[src/rtl/object_draw_scheduler_if.sv]
// Object/pixel bundle between the movers, the draw scheduler and the vga_adapter.
// master = scheduler side, slave = movers/adapter side.
interface object_draw_scheduler_if #(
   parameter int NUM_OBJ = 4
);
   logic [NUM_OBJ*8-1:0] obj_x;
   logic [NUM_OBJ*7-1:0] obj_y;
   logic [NUM_OBJ*3-1:0] obj_colour;
   logic [NUM_OBJ-1:0]   obj_en;
   logic [7:0]           x;
   logic [6:0]           y;
   logic [2:0]           colour;
   logic                 plot;
   logic                 update;
   logic                 busy;
   logic                 collide;

   modport master (
      input  obj_x, obj_y, obj_colour, obj_en,
      output x, y, colour, plot, update, busy, collide
   );

   modport slave (
      output obj_x, obj_y, obj_colour, obj_en,
      input  x, y, colour, plot, update, busy, collide
   );
endinterface

[src/rtl/object_draw_scheduler.sv]
// Frame sequencer sharing one vga_adapter write port among NUM_OBJ square sprites.
// Define COLLISION_DETECT_EN to build the slot-0 overlap detector driving collide.
//
// state  | meaning
// WAIT   | count frame ticks until the next move
// ERASE  | paint every latched enabled box black at its last-drawn position
// UPDATE | one-cycle update pulse to the movers
// SETTLE | idle cycle while the movers' registered outputs settle
// LATCH  | capture coordinates, colours and enables into shadow registers
// DRAW   | paint every latched enabled box in its colour
module object_draw_scheduler #(
   parameter int NUM_OBJ     = 4,
   parameter int BOX_LOG2    = 2,
   parameter int FRAME_DIV   = 833333,
   parameter int MOVE_FRAMES = 4
) (
   input  logic                           clk,
   input  logic                           reset,
   object_draw_scheduler_if.master        bus
);
   localparam int SLOT_W = (NUM_OBJ > 1) ? $clog2(NUM_OBJ) : 1;
   localparam int PIX_W  = 2 * BOX_LOG2;
   localparam int DIV_W  = (FRAME_DIV > 1) ? $clog2(FRAME_DIV) : 1;

   localparam logic [PIX_W-1:0]  PIX_LAST   = '1;
   localparam logic [SLOT_W-1:0] SLOT_LAST  = SLOT_W'(NUM_OBJ - 1);
   localparam logic [DIV_W-1:0]  DIV_LAST   = DIV_W'(FRAME_DIV - 1);
   localparam logic [5:0]        FRAME_LAST = 6'(MOVE_FRAMES - 1);

   typedef enum logic [2:0] {
      S_WAIT, S_ERASE, S_UPDATE, S_SETTLE, S_LATCH, S_DRAW
   } state_t;

   state_t            state, state_n;
   logic [SLOT_W-1:0] slot, slot_n;
   logic [PIX_W-1:0]  pix, pix_n;
   logic [DIV_W-1:0]  delay, delay_n;
   logic [5:0]        frame, frame_n;

   logic [7:0]         sx   [NUM_OBJ];
   logic [6:0]         sy   [NUM_OBJ];
   logic [2:0]         scol [NUM_OBJ];
   logic [NUM_OBJ-1:0] sen;

   logic       walking;
   logic [8:0] px_sum;
   logic [7:0] py_sum;
   logic       pix_vis;

   always_comb begin
      state_n = state;
      slot_n  = slot;
      pix_n   = pix;
      delay_n = delay;
      frame_n = frame;
      case (state)
         S_WAIT: begin
            if (delay == DIV_LAST) begin
               delay_n = '0;
               if (frame == FRAME_LAST) begin
                  frame_n = '0;
                  slot_n  = '0;
                  pix_n   = '0;
                  state_n = S_ERASE;
               end else begin
                  frame_n = frame + 6'd1;
               end
            end else begin
               delay_n = delay + 1'b1;
            end
         end
         S_ERASE, S_DRAW: begin
            // Disabled slots take a single cycle; enabled slots walk all pixels.
            if (sen[slot] && (pix != PIX_LAST)) begin
               pix_n = pix + 1'b1;
            end else begin
               pix_n = '0;
               if (slot == SLOT_LAST) begin
                  slot_n  = '0;
                  state_n = (state == S_ERASE) ? S_UPDATE : S_WAIT;
               end else begin
                  slot_n = slot + 1'b1;
               end
            end
         end
         S_UPDATE: state_n = S_SETTLE;
         S_SETTLE: state_n = S_LATCH;
         S_LATCH: begin
            slot_n  = '0;
            pix_n   = '0;
            state_n = S_DRAW;
         end
         default: state_n = S_LATCH;
      endcase
   end

   // Sums are one bit wider than the screen coordinates so off-screen pixels clip, never wrap.
   assign walking = (state == S_ERASE) || (state == S_DRAW);
   assign px_sum  = {1'b0, sx[slot]} + 9'(pix[BOX_LOG2-1:0]);
   assign py_sum  = {1'b0, sy[slot]} + 8'(pix[PIX_W-1:BOX_LOG2]);
   assign pix_vis = walking && sen[slot] && (px_sum < 9'd160) && (py_sum < 8'd120);

   always_ff @(posedge clk) begin
      if (reset) begin
         state      <= S_LATCH;
         slot       <= '0;
         pix        <= '0;
         delay      <= '0;
         frame      <= '0;
         sen        <= '0;
         for (int i = 0; i < NUM_OBJ; i++) begin
            sx[i]   <= '0;
            sy[i]   <= '0;
            scol[i] <= '0;
         end
         bus.x      <= '0;
         bus.y      <= '0;
         bus.colour <= '0;
         bus.plot   <= 1'b0;
         bus.update <= 1'b0;
         bus.busy   <= 1'b0;
      end else begin
         state <= state_n;
         slot  <= slot_n;
         pix   <= pix_n;
         delay <= delay_n;
         frame <= frame_n;
         if (state == S_LATCH) begin
            sen <= bus.obj_en;
            for (int i = 0; i < NUM_OBJ; i++) begin
               sx[i]   <= bus.obj_x[8*i +: 8];
               sy[i]   <= bus.obj_y[7*i +: 7];
               scol[i] <= bus.obj_colour[3*i +: 3];
            end
         end
         bus.plot   <= pix_vis;
         bus.update <= (state == S_UPDATE);
         bus.busy   <= (state != S_WAIT);
         if (walking) begin
            bus.x      <= px_sum[7:0];
            bus.y      <= py_sum[6:0];
            bus.colour <= (state == S_DRAW) ? scol[slot] : 3'b000;
         end
      end
   end

`ifdef COLLISION_DETECT_EN
   localparam logic [8:0] BOX_X = 9'(1 << BOX_LOG2);
   localparam logic [7:0] BOX_Y = 8'(1 << BOX_LOG2);

   logic       hit;
   logic [8:0] ax, bx;
   logic [7:0] ay, by;

   // Overlap against the incoming coordinates, i.e. the positions about to be drawn.
   always_comb begin
      hit = 1'b0;
      ax  = {1'b0, bus.obj_x[7:0]};
      ay  = {1'b0, bus.obj_y[6:0]};
      bx  = '0;
      by  = '0;
      for (int i = 1; i < NUM_OBJ; i++) begin
         bx = {1'b0, bus.obj_x[8*i +: 8]};
         by = {1'b0, bus.obj_y[7*i +: 7]};
         if (bus.obj_en[0] && bus.obj_en[i] &&
             (ax < bx + BOX_X) && (bx < ax + BOX_X) &&
             (ay < by + BOX_Y) && (by < ay + BOX_Y))
            hit = 1'b1;
      end
   end

   always_ff @(posedge clk) begin
      if (reset)
         bus.collide <= 1'b0;
      else if (state == S_LATCH)
         bus.collide <= hit;
   end
`else
   assign bus.collide = 1'b0;
`endif

endmodule

[src/flat_wrapper.sv]
// flat-port wrapper written by rule: the top's interface ports become plain ports
module object_draw_scheduler_flat 
#(
   parameter int NUM_OBJ     = 4,
   parameter int BOX_LOG2    = 2,
   parameter int FRAME_DIV   = 833333,
   parameter int MOVE_FRAMES = 4
)
  (clk, reset, bus_obj_x, bus_obj_y, bus_obj_colour, bus_obj_en, bus_x, bus_y, bus_colour, bus_plot, bus_update, bus_busy, bus_collide);
  object_draw_scheduler_if #(.NUM_OBJ(NUM_OBJ)) bus_i ();
  input  logic clk;
  input  logic reset;
  input wire logic [$bits(bus_i.obj_x)-1:0] bus_obj_x;
  input wire logic [$bits(bus_i.obj_y)-1:0] bus_obj_y;
  input wire logic [$bits(bus_i.obj_colour)-1:0] bus_obj_colour;
  input wire logic [$bits(bus_i.obj_en)-1:0] bus_obj_en;
  output wire logic [$bits(bus_i.x)-1:0] bus_x;
  output wire logic [$bits(bus_i.y)-1:0] bus_y;
  output wire logic [$bits(bus_i.colour)-1:0] bus_colour;
  output wire logic [$bits(bus_i.plot)-1:0] bus_plot;
  output wire logic [$bits(bus_i.update)-1:0] bus_update;
  output wire logic [$bits(bus_i.busy)-1:0] bus_busy;
  output wire logic [$bits(bus_i.collide)-1:0] bus_collide;
  assign bus_i.obj_x = bus_obj_x;
  assign bus_i.obj_y = bus_obj_y;
  assign bus_i.obj_colour = bus_obj_colour;
  assign bus_i.obj_en = bus_obj_en;
  assign bus_x = bus_i.x;
  assign bus_y = bus_i.y;
  assign bus_colour = bus_i.colour;
  assign bus_plot = bus_i.plot;
  assign bus_update = bus_i.update;
  assign bus_busy = bus_i.busy;
  assign bus_collide = bus_i.collide;
  object_draw_scheduler #(.NUM_OBJ(NUM_OBJ), .BOX_LOG2(BOX_LOG2), .FRAME_DIV(FRAME_DIV), .MOVE_FRAMES(MOVE_FRAMES)) u_core (.clk(clk), .reset(reset), .bus(bus_i));
endmodule
[config.mk]
export PLATFORM = sky130hd
export DESIGN_NAME = object_draw_scheduler_flat
export DESIGN_NICKNAME = d
export VERILOG_FILES = /design/src/rtl/object_draw_scheduler_if.sv /design/src/rtl/object_draw_scheduler.sv /design/src/flat_wrapper.sv
export SDC_FILE = /design/constraint.sdc
export NUM_CORES = 1
export LEC_CHECK = 0
export ABC_AREA = 0
export CORE_ASPECT_RATIO = 1.4
export CORE_MARGIN = 10
export CORE_UTILIZATION = 57
export DETAILED_ROUTE_END_ITERATION = 8
export MAX_ROUTING_LAYER = met4
export PLACE_DENSITY = 0.82
export SLEW_MARGIN = 20
export SYNTH_ARGS = -nofsm -noshare
export SYNTH_HDL_FRONTEND = slang
export SYNTH_SLANG_ARGS = --single-unit
[constraint.sdc]
create_clock -name clk -period 6.11 [get_ports clk]
set_input_delay 0.9165 -clock clk [delete_from_list [all_inputs] [get_ports clk]]
set_output_delay 0.9165 -clock clk [all_outputs]
set_load 0.05 [all_outputs]
==> metrics.cfg, run 1 <==
[die]
coreArea_um2=10350
die_y_um=141.4
rows=44
num_io_pins=100
die_w_um=106.7
start_util=0.5795
die_area_um2=15080

[layout]
layout_commonest_cell=clkdlybuf4s50_1
antenna_cells=0
area_growth_syn_to_layout_pct=28.51
final_cell_mix=clkdlybuf4s50_1, and2_1, edfxtp_1
fin_cells=757
fin_nets=695
drive_gt1_frac=0.1034

[synth]
async_flop_share=0
yosys_most_used_dff=edfxtp_1
synth_edf_count=72
ys_ff_latch=134
syn_area_um2=5998
syn_nets=600
ys_seq_area_frac=0.5674
yosys.cell_types.count=52
avgSynthCellArea_um2=11.74
synth_warnings=0
synthCells=511

[worst_hold_path]
hold_path_class=reg2reg

[job]
cap_violations=0

[sta]
clock.fmax_ghz=0.3398
rsz0062_at_grt=false
drv_slew=0
slew-limit-headroom=0.4374
fin_crit_ns=2.943
post-route-period-util=0.4817
fin_ws_ns=3.167
worst_slew_pin_slew_ns=0.8428
fin_skew_ns=0.008437
holdWs_ns=0.4645
finalHoldViolCount=0
setup_viol=0
setup-tns-final_ns=0

[grt]
grt_overflow=0
grt_pass1_vias=4371
grt_max_degree=77
grt_pass1_wl_um=21410
grtUsageTotal=0.1840
antenna_found_initial=0

[clock_tree]
cts_buffers=17
cts_resized=0
cts_tree=built
clockBufferDepth=2
postCtsSetupRepairBufs=0
htreeDepth=4
clock_sinks=134
clk_latency_ns=0.42
clk_pin_slew_ns=0.06
ctsHoldBuffers=0
cts_root_buffer=clkbuf_16

[detailed_routing]
drtIter0Drc=210
drt_pass1_iterations=5
wl_per_cell_um=17.26
viasPerCell=5.474
remaining_drc_errors=0
detail-route-antenna-nets=0
vias=4144
wirelength_um=13070

[setup_path]
crit_fanout=18
path_class=reg2reg
arrival_ns=3.30
worst_ep_required_time_ns=6.47
cp-end-kind=register
reg2reg_depth=9
r2r-end=u_core.bus.plot
r2r_slack_ns=3.17
startpoint_type=register
endpoint=u_core.bus.plot

[placement]
place_congestion=0.7924
placed_cells_incl_taps=724
portBuffers=98
hpwl_um=9187
pre_cts_ws_ns=2.818

[power_and_ir_drop]
vdd_drop_max_mv=0.1792
power_mw=2.294
powerDensity_nw_per_um2=297.5
leakage_nw=2.871

[run_status]
outcome=complete, no violations

[per-stage QoR]
stage               cell area [um2]  utilization
floorplan                      5998            -
global placement               7069       0.6830
detailed placement             7069       0.6830
CTS                            7684       0.7424
global route                   7709       0.7448
finish                         7709       0.7448
[worst min path at each step]
stage                          startpoint               to  slack [ns]  cells after the start
after global placement    u_core.bus.x[2]  u_core.bus.x[2]        0.46                      2
after global routing        u_core.sen[2]    u_core.sen[2]        0.49                      1
after CTS                 u_core.bus.y[2]  u_core.bus.y[2]        0.47                      2
final                     u_core.bus.x[0]  u_core.bus.x[0]        0.46                      2
after detailed placement  u_core.bus.y[2]  u_core.bus.y[2]        0.46                      2
after floorplan             u_core.sen[2]    u_core.sen[2]        0.44                      1
[cells in the mapped netlist (2+ instances only)]
| cell | instances | area (um2) |
|---|---|---|
| ha_1 | 9 | 112.6 |
| o211ai_1 | 2 | 15.01 |
| clkbuf_1 | 20 | 75.07 |
| nor3b_1 | 2 | 15.01 |
| nand4b_1 | 3 | 26.28 |
| xor2_1 | 21 | 183.9 |
| fa_1 | 2 | 40.04 |
| a22oi_1 | 4 | 30.03 |
| o21ai_0 | 3 | 15.01 |
| nand3b_1 | 5 | 37.54 |
| xnor2_1 | 12 | 105.1 |
| nand3_1 | 12 | 60.06 |
| a22o_1 | 4 | 35.03 |
| nor3_4 | 2 | 32.53 |
| nand2_1 | 40 | 150.1 |
| dfxtp_1 | 62 | 1241 |
| and3_1 | 7 | 43.79 |
| nor2_1 | 53 | 198.9 |
| nor3_1 | 7 | 35.03 |
| a211oi_1 | 10 | 75.07 |
| buf_4 | 2 | 15.01 |
| a21o_1 | 2 | 15.01 |
| nand4_1 | 7 | 43.79 |
| a31oi_1 | 2 | 12.51 |
| or3_1 | 3 | 18.77 |
| a21oi_1 | 13 | 65.06 |
| nor2b_1 | 4 | 25.02 |
| and2_1 | 76 | 475.5 |
| inv_1 | 9 | 33.78 |
| edfxtp_1 | 72 | 2162 |
| buf_2 | 2 | 10.01 |
| mux4_2 | 19 | 427.9 |
[kinds of logic (layout without fill, tap and decap cells)]
group / Yosys count / count (layout) / synth area share
AND/OR/NAND/NOR: 230 / 230 / 0.2069
flip-flops: 134 / 134 / 0.5674
AO/OA/AOI/OAI: 47 / 47 / 0.05361
buffers and inverters: 35 / 143 / 0.02482
XOR/XNOR: 33 / 33 / 0.04819
multiplexers: 20 / 20 / 0.07301
adder cells (fa/ha/maj): 11 / 11 / 0.02545
other: 1 / 1 / 0.0006252
[layout make-up]
type / instances / area [um2]
clock buffers: 22 / 496.7
clock inverters: 10 / 117.6
fillers: 689 / 2641
inverters: 9 / 33.78
multi-input cells: 342 / 2461
flip-flops and latches: 134 / 3403
well taps: 138 / 172.7
repair buffers: 102 / 1023
[report_power, final]
part           total (mW)  internal [mW]  switching (mW)
clock                1.04          0.659           0.379
sequential           1.03           1.00          0.0228
combinational       0.230          0.115           0.114
total                2.29           1.78           0.516
[state kept, by name, summed over array words and instances (netlist names), named ones only]
| register | flops |
|---|---|
| u_core.bus.x | 8 |
| u_core.pix | 4 |
| u_core.sen | 4 |
| u_core.bus.update | 1 |
| u_core.scol | 12 |
| u_core.bus.busy | 1 |
| u_core.state | 2 |
| u_core.bus.y | 7 |
| u_core.delay | 20 |
| u_core.bus.colour | 3 |
| u_core.slot | 2 |
| u_core.sy | 28 |
| u_core.frame | 6 |
| u_core.sx | 32 |
| u_core.bus.plot | 1 |
[critical path, cell delays in order (launching register included)]
cell     delay [ns]
dfxtp_1        0.87
mux4_2         0.37
ha_1           0.17
inv_1          0.05
fa_1           0.42
nor2b_1        0.28
nand2_1        0.11
xnor2_1        0.14
a31oi_1        0.27
o211a_1        0.19
[layer usage]
layer / global-route usage / part of all wire / routed length, um / up-vias
met4: 0.08363 / 0.018 / 238 / 0
met1: 0.1907 / 0.39 / 5058 / 2010
met5: - / 0 / 0 / -
met3: 0.04170 / 0.038 / 495 / 21
met2: 0.3237 / 0.56 / 7273 / 118
li1: - / - / - / 1995
No activity file was read; power rests on OpenSTA's default activity.
==> run 2, diff against run 1 <==
--- a/config.mk
+++ b/config.mk
@@ -8,10 +8,10 @@
 export ABC_AREA = 0
 export CORE_ASPECT_RATIO = 1.4
 export CORE_MARGIN = 10
-export CORE_UTILIZATION = 57
+export CORE_UTILIZATION = 53
 export DETAILED_ROUTE_END_ITERATION = 8
 export MAX_ROUTING_LAYER = met4
-export PLACE_DENSITY = 0.82
+export PLACE_DENSITY = 0.77
 export SLEW_MARGIN = 20
 export SYNTH_ARGS = -nofsm -noshare
 export SYNTH_HDL_FRONTEND = slang
==> constraint.sdc (replaced) <==
create_clock -name clk -period 3 [get_ports clk]
set_input_delay 0.45 -clock clk [delete_from_list [all_inputs] [get_ports clk]]
set_output_delay 0.45 -clock clk [all_outputs]
set_load 0.05 [all_outputs]
==> run 2 against run 1 <==
  * Sequential share of layout area fell by 0.56 points
  * Global-route usage fell by 0.79 points
  * Register-to-register slack got worse by 2.7 ns
  * First-iteration DRC count fell by 4.8%
  * Non-clock buffer count rose by 5
  * Combinational power rose by 110%
  * Sequential cell count did not move
  * Critical path depth fell by 1
  * Sequential power rose by 100%
  * Maximum frequency rose by 17%
  * Critical path type unchanged
  * Critical endpoint unchanged
==> metrics.cfg, run 2 (synthesis gave the netlist of run 1 again) <==
[sta]
clock.fmax_ghz=0.3959
slew-limit-headroom=0.6072
rsz0062_at_grt=false
setup-tns-final_ns=0
setup_viol=0
fin_skew_ns=0.006268
worst_slew_pin_slew_ns=0.5893
holdWs_ns=0.4620
post-route-period-util=0.8421
drv_slew=0
finalHoldViolCount=0
fin_crit_ns=2.526

[clock_tree]
cts_resized=0
postCtsSetupRepairBufs=0
htreeDepth=4
clk_latency_ns=0.42
cts_tree=built
clockBufferDepth=2
cts_buffers=17
clk_pin_slew_ns=0.06
clock_sinks=134
cts_root_buffer=clkbuf_16
ctsHoldBuffers=0

[grt]
grtUsageTotal=0.1761
grt_pass1_vias=4348
antenna_found_initial=0
grt_max_degree=77
grt_overflow=0
grt_pass1_wl_um=21490

[setup_path]
critPathBufInv=1
worst_ep_required_time_ns=3.31
critical-path-top-delay-family=flip-flops
crit_fanout=7
critPathMaxStageDelay_ns=0.58
cp.depth=8
reg2reg_depth=8
startpoint_type=register
arrival_ns=2.83
path_cells=buf_4, mux4_2, ha_1, a21o_1, nand2_1, nor3_1, nand2_1, o211a_1
critPathSlowestCell=dfxtp_1
path_class=reg2reg
cp-end-kind=register
crit_path_frequent_cell=nand2_1

[detailed_routing]
drtIter0Drc=200
vias=4098
drt_pass1_iterations=5
wl_per_cell_um=17.12
wirelength_um=13090
viasPerCell=5.357
detail-route-antenna-nets=0
remaining_drc_errors=0

[layout]
area_growth_syn_to_layout_pct=30.16
final_cell_mix=clkdlybuf4s50_1, and2_1, edfxtp_1
fill_cells=769
reg_top3=u_core.sx: 32 flops, u_core.sy: 28 flops, u_core.delay: 20 flops
utilization=0.7111
regMostFlops=u_core.sx
layout_commonest_cell=clkdlybuf4s50_1
largest_reg_flops=32
drive_gt1_frac=0.1106
fin_nets=700
antenna_cells=0

[placement]
portBuffers=98
place_congestion=0.8475
hpwl_um=9605

[die]
num_io_pins=100
coreArea_um2=10980
die_y_um=145.9
die_area_um2=16030
start_util=0.5463
rows=45
die_w_um=109.9

[power_and_ir_drop]
leakage_nw=2.908
powerDensity_nw_per_um2=620.4
vdd_drop_max_mv=0.5116

[job]
cap_violations=0

[worst_hold_path]
hold_path_depth=2
hold_path_class=reg2reg

[run_status]
outcome=complete, no violations

[run 2: changes by cell type in the layout (fill, tap and decap cells not counted)]
cell | before | now
nor2b_4 | 1 | 0
nor2b_2 | 0 | 1
clkbuf_2 | 1 | 0
clkinv_2 | 2 | 1
inv_6 | 0 | 3
clkbuf_8 | 3 | 0
clkinv_4 | 3 | 2
inv_4 | 1 | 0
clkinvlp_2 | 0 | 1
buf_12 | 1 | 3
buf_4 | 3 | 6
clkbuf_16 | 18 | 17
bufinv_16 | 2 | 5
clkinvlp_4 | 2 | 3
[run 2: path summary, 6_finish.rpt]
| kind | end | startpoint | slack (ns) |
|---|---|---|---|
| worst max-delay path | u_core.bus.plot | register | 0.47 |
| worst min-delay path | u_core.bus.x[2] | u_core.bus.x[2] | 0.46 |
| worst max register to register | u_core.bus.plot | register | 0.47 |
| worst min register to register | u_core.bus.x[2] | u_core.bus.x[2] | 0.46 |
[run 2: power by group]
part,switching [mW],total (mW),internal (mW)
Combinational,0.235,0.479,0.244
Clock,0.795,2.27,1.48
Sequential,0.0482,2.09,2.04
Total,1.08,4.84,3.77
[run 2: metrics by stage]
stage / worst slack, ns / cells / instance area, um2 / total power, mW
2_1_floorplan: 0.3257 / 511 / 5998 / 2.393
3_3_place_gp: 0.5153 / 733 / 7156 / 2.592
3_5_place_dp: 0.4795 / 733 / 7156 / 2.609
4_1_cts: 0.4456 / 765 / 7807 / 4.875
5_1_grt: 0.2312 / 765 / 7807 / 4.992
6_report: 0.4738 / 765 / 7807 / 4.844
[run 2: worst register-to-register path: stages (launching register included)]
cell and delay, ns:
dfxtp_1 0.58, buf_4 0.26, mux4_2 0.53, ha_1 0.29
a21o_1 0.16, nand2_1 0.06, nor3_1 0.24, nand2_1 0.10
o211a_1 0.20
[run 2: routing by layer]
metal,vias to the layer above,global-route usage,part of all wire,wire length [um]
met5,-,-,0,0
met4,0,0.06136,0.012,156
met3,14,0.04161,0.038,495
met2,109,0.3048,0.56,7302
met1,1968,0.1886,0.39,5139
li1,2007,-,-,-
[run 2: layout make-up]
class	count	area (um2)	area share
flip-flops and latches	134	3403	0.4359
multi-input cells	342	2456	0.3146
repair buffers	107	1086	0.1391
clock buffers	17	425.4	0.05449
clock inverters	15	226.5	0.02901
well taps	141	176.4	0.02260
inverters	9	33.78	0.004327
